`config.mk`:
```
export PLATFORM = sky130hd
export DESIGN_NAME = instr_fetch
export DESIGN_NICKNAME = d
export VERILOG_FILES = /design/src/rtl/instr_fetch.sv
export SDC_FILE = /design/constraint.sdc
export NUM_CORES = 1
export LEC_CHECK = 0
export BUFFER_PORTS_ARGS = -buffer_cell sky130_fd_sc_hd__buf_4
export CAP_MARGIN = 40
export CORE_ASPECT_RATIO = 2
export CORE_MARGIN = 2
export CORE_UTILIZATION = 45
export CTS_BUF_LIST = sky130_fd_sc_hd__clkbuf_4
export CTS_CLUSTER_DIAMETER = 150
export DETAILED_ROUTE_END_ITERATION = 10
export HOLD_SLACK_MARGIN = 0.15
export MAX_ROUTING_LAYER = met4
export PLACE_DENSITY = 0.68
export SETUP_SLACK_MARGIN = 0.05
export SYNTH_ARGS = -nofsm -noshare
export SYNTH_HDL_FRONTEND = slang
export SYNTH_SLANG_ARGS = --single-unit
```
`constraint.sdc`:
```
create_clock -name clk -period 6.1 [get_ports clk]
set_input_delay 1.83 -clock clk [delete_from_list [all_inputs] [get_ports clk]]
set_output_delay 1.83 -clock clk [all_outputs]
set_load 0.01 [all_outputs]
```
`src/rtl/instr_fetch.sv`:
```
// instr_fetch: word fetch from the SPI reader with byte swap, one-entry word buffer and timeout.
module instr_fetch #(
  parameter int TIMEOUT_CYCLES = 2048,
  parameter int CNT_W = 12
) (
  input  logic        clk,
  input  logic        rst_n,
  input  logic        fetch_req,
  input  logic [23:0] fetch_addr,
  input  logic        inval,
  output logic        fetch_valid,
  output logic        fetch_err,
  output logic [31:0] instr,
  output logic [23:0] mem_address,
  output logic        mem_start_fetch,
  input  logic        mem_fetch_done,
  input  logic [31:0] mem_fetched_data
);
  typedef enum logic [2:0] {IDLE, FETCH, RELEASE, DONE, ERR} state_t;
  state_t state, state_n;
  logic [CNT_W-1:0] cnt;
  logic buf_valid;
  logic [21:0] buf_tag;
  logic [31:0] buf_word;
  logic hit, load, timeout;
  logic [31:0] swapped;
  assign swapped = {mem_fetched_data[7:0], mem_fetched_data[15:8],
                    mem_fetched_data[23:16], mem_fetched_data[31:24]};
  // an inval in the same cycle as the request forces a miss
  assign hit = buf_valid && !inval && buf_tag == fetch_addr[23:2];
  assign timeout = cnt == CNT_W'(TIMEOUT_CYCLES - 1);
  assign load = state == FETCH && fetch_req && mem_fetch_done;
  always_comb begin
    state_n = state;
    case (state)
      IDLE:    state_n = !fetch_req ? IDLE : |fetch_addr[1:0] ? ERR : hit ? DONE : FETCH;
      FETCH:   state_n = !fetch_req ? IDLE : mem_fetch_done ? RELEASE : timeout ? ERR : FETCH;
      RELEASE: state_n = fetch_req ? DONE : IDLE;
      DONE:    state_n = fetch_req ? DONE : IDLE;
      ERR:     state_n = fetch_req ? ERR : IDLE;
      default: state_n = IDLE;
    endcase
  end
  always_ff @(posedge clk or negedge rst_n) begin
    if (!rst_n) state <= IDLE;
    else state <= state_n;
  end
  always_ff @(posedge clk or negedge rst_n) begin
    if (!rst_n) begin
      fetch_valid <= 1'b0;
      fetch_err <= 1'b0;
      instr <= '0;
      mem_start_fetch <= 1'b0;
      mem_address <= '0;
      cnt <= '0;
      buf_valid <= 1'b0;
      buf_tag <= '0;
      buf_word <= '0;
    end else begin
      fetch_valid <= state_n == DONE;
      fetch_err <= state_n == ERR;
      mem_start_fetch <= state_n == FETCH;
      cnt <= state == FETCH ? cnt + 1'b1 : '0;
      if (state == IDLE && state_n == FETCH) mem_address <= {fetch_addr[23:2], 2'b00};
      if (load) instr <= swapped;
      else if (state == IDLE && state_n == DONE) instr <= buf_word;
      else if (state_n == ERR) instr <= '0;
      buf_valid <= load ? 1'b1 : inval ? 1'b0 : buf_valid;
      if (load) begin
        buf_word <= swapped;
        buf_tag <= mem_address[23:2];
      end
    end
  end
endmodule
```
==> out/metrics.cfg <==
[synthesis]
syn_inst=439
synth_seq_area_share_pct=59.7
yosysTopAreaCell=dfrtp_1
ys_seq_elements=127
synth_top_area_share_pct=59.7
syn_area_per_cell_um2=12.1
ys_top_cells_by_area=dfrtp_1 (60%), a221o_1 (6.0%), mux2_4 (5.6%), nand2_1 (5.1%), a21o_1 (4.5%)
netlist_area_um2=5320
synth_cell_types=39
synth_warnings=0

[clocking]
cts_buffers=17
cts.sinks=127
cts.path.max_buffers=2
clk_pin_slew_ns=0.11
insertion_delay_ns=0.50
htreeDepth=4
cts_resized=0
cts_hold_buf=0
cts_tree=done
cts_root_buffer=clkbuf_4
post_cts.repair.setup_buffers=0

[grt]
grt_max_degree=50
grt_busiest_layer=met2
grt.total_usage_pct=21.5
grt-ovfl-total=0
grt_first_pass_wirelength_um=20300
use_met2_pct=36.0
antenna_found_initial=1
grt_pass1_vias=4142
met3_usage_pct=4.28
grt_use_met1_pct=24.8

[finish]
layout_commonest_cell=dfrtp_1
layout-drive-gt1-share_pct=31.8
layout.cells.non_filler=715
seq_area_um2=3180
layout_common_cells=dfrtp_1 (127), buf_4 (122), nand2_1 (71)
area_delta_synth_final_pct=25.3
nFillCells=1051
nets=619
multi_input_area_um2=2030

[placement]
dp.cells=683
dp_hpwl_um=8660
pre_cts_ws_ns=1.46
routabilityCongestion=0.834
port_buffers=117

[route]
dr.pass1.iters=5
dr_total_vias=3893
drt_drc_violations_left=0
drt.antenna.violating_nets=0
drtIter0Drc=175
wl_per_cell_um=17.5
wl_um=12500
via_per_inst=5.44

[run]
drv_cap=0

[timing]
finalCritPeriodShare_pct=67.5
hold_violations=0
fin_skew_ns=0.0165
min_period_ns=4.12
fmax_ghz=0.243
rsz0062_at_grt=false
finalWorstSetupSlack_ns=1.98
fin_setup_tns_ns=0
setup_viol=0
drv_slew=0
slew_headroom_pct=39.3
tightest_slew_ns=0.910

[floorplanning]
core_region_area_um2=11600
initial_core_util_pct=45.8
dieWidth_um=80.9
fp-row-count=56
die_area_um2=12800
die_h_um=158
ios=120

[critical_path]
cp.arrival_ns=4.50
reg2reg_depth=7
criticalPathCategory=primary input to flop
timing.rr.end=mem_address[23]
cp.required_ns=6.48
crit_path_end=mem_address[23]
ff2ff_setup_slack_ns=2.82
startpoint_type=primary input
critPathLaunch=fetch_req
end_kind=flop
crit_fanout=34
worstReg2RegStart=state[1]

[status]
status=finished clean

[pwr]
total_power_mw=2.28
powerDensity_nw_per_um2=341
irDropWorstVdd_mv=0.186
p_leak_nw=3.71

[worst_hold_path]
hp-class=flop to flop

-- final cells by class --
cell class | count | area share, %
Timing Repair Buffer | 123 | 14.1
Multi-Input combinational cell | 285 | 30.4
Inverter | 3 | 0.169
Antenna cell | 1 | 0.0375
Sequential cell | 127 | 47.6
Clock buffer | 17 | 1.91
Clock inverter | 14 | 2.96
Tap cell | 145 | 2.72
-- stage by stage --
stage / util [%] / area [um2] / hold WS [ns]
final: 57.3 / 6670 / 0.489
after global routing: 57.3 / 6670 / 0.501
after CTS: 57.3 / 6670 / 0.494
after detailed placement: 54.5 / 6340 / 0.467
after global placement: 54.3 / 6310 / 0.458
after floorplan: - / 5330 / 0.450
-- power by group --
group	switching (mW)	internal, mW
Clock	0.302	0.357
Combinational	0.187	0.279
Sequential	0.133	1.02
-- synth_stat cells, drive strengths merged --
cell type  count
o21a           1
inv            3
nand4          4
and4           1
ha             1
nor2          18
and2           2
xor2          20
buf            7
clkbuf        18
or2            2
a22oi          2
nor3           3
xnor2         11
nand3b         2
o21ai          5
and3          33
nand2         72
a21oi          2
or4            1
or2b           1
nor4b          1
a221o         32
nor2b          1
nor4           5
conb           1
mux2          22
a21o          32
dfrtp        127
nand2b         3
or3            2
nand3          4
-- layer usage --
| metal | routed length, um | vias up |
|---|---|---|
| met1 | 4820 | 1970 |
| met4 | 243 | 0 |
| met2 | 6880 | 131 |
| met3 | 553 | 17 |
| li1 | - | 1775 |
| met5 | 0 | - |
-- critical path, cell delays in order --
cell	delay, ns
buf_4	0.12
nand2b_4	0.06
nor2_2	0.10
buf_4	0.31
and2_1	0.78
a21oi_1	0.17
nand3b_2	0.68
mux2_2	0.41
-- flip-flops by register name, summed over array words and instances, names as in the netlist, 3 cells and up --
| signal | cells |
|---|---|
| mem_address | 22 |
| instr | 32 |
| state | 3 |
| cnt | 12 |
| buf_tag | 22 |
| buf_word | 32 |
-- kinds of logic after synthesis --
logic type | share of synthesized area, %
other cells | 0.0704
buf+inv | 2.47
flops | 59.7
simple gates | 14.8
compound gates | 11.6
mux | 6.06
fa+ha+maj | 0.235
xor+xnor | 5.10
-- how the worst min path moves through the flow --
| stage | to | slack, ns | depth (start not counted) | start |
|---|---|---|---|---|
| floorplan | buf_word[0] | 0.45 | 1 | buf_word[0] |
| global placement | buf_word[25] | 0.46 | 1 | buf_word[25] |
| detailed placement | buf_word[9] | 0.47 | 1 | buf_word[9] |
| CTS | buf_word[24] | 0.49 | 1 | buf_word[24] |
| global route | buf_word[26] | 0.50 | 1 | buf_word[26] |
| finish | buf_word[9] | 0.49 | 1 | buf_word[9] |
(Power assumes the default switching activity.)
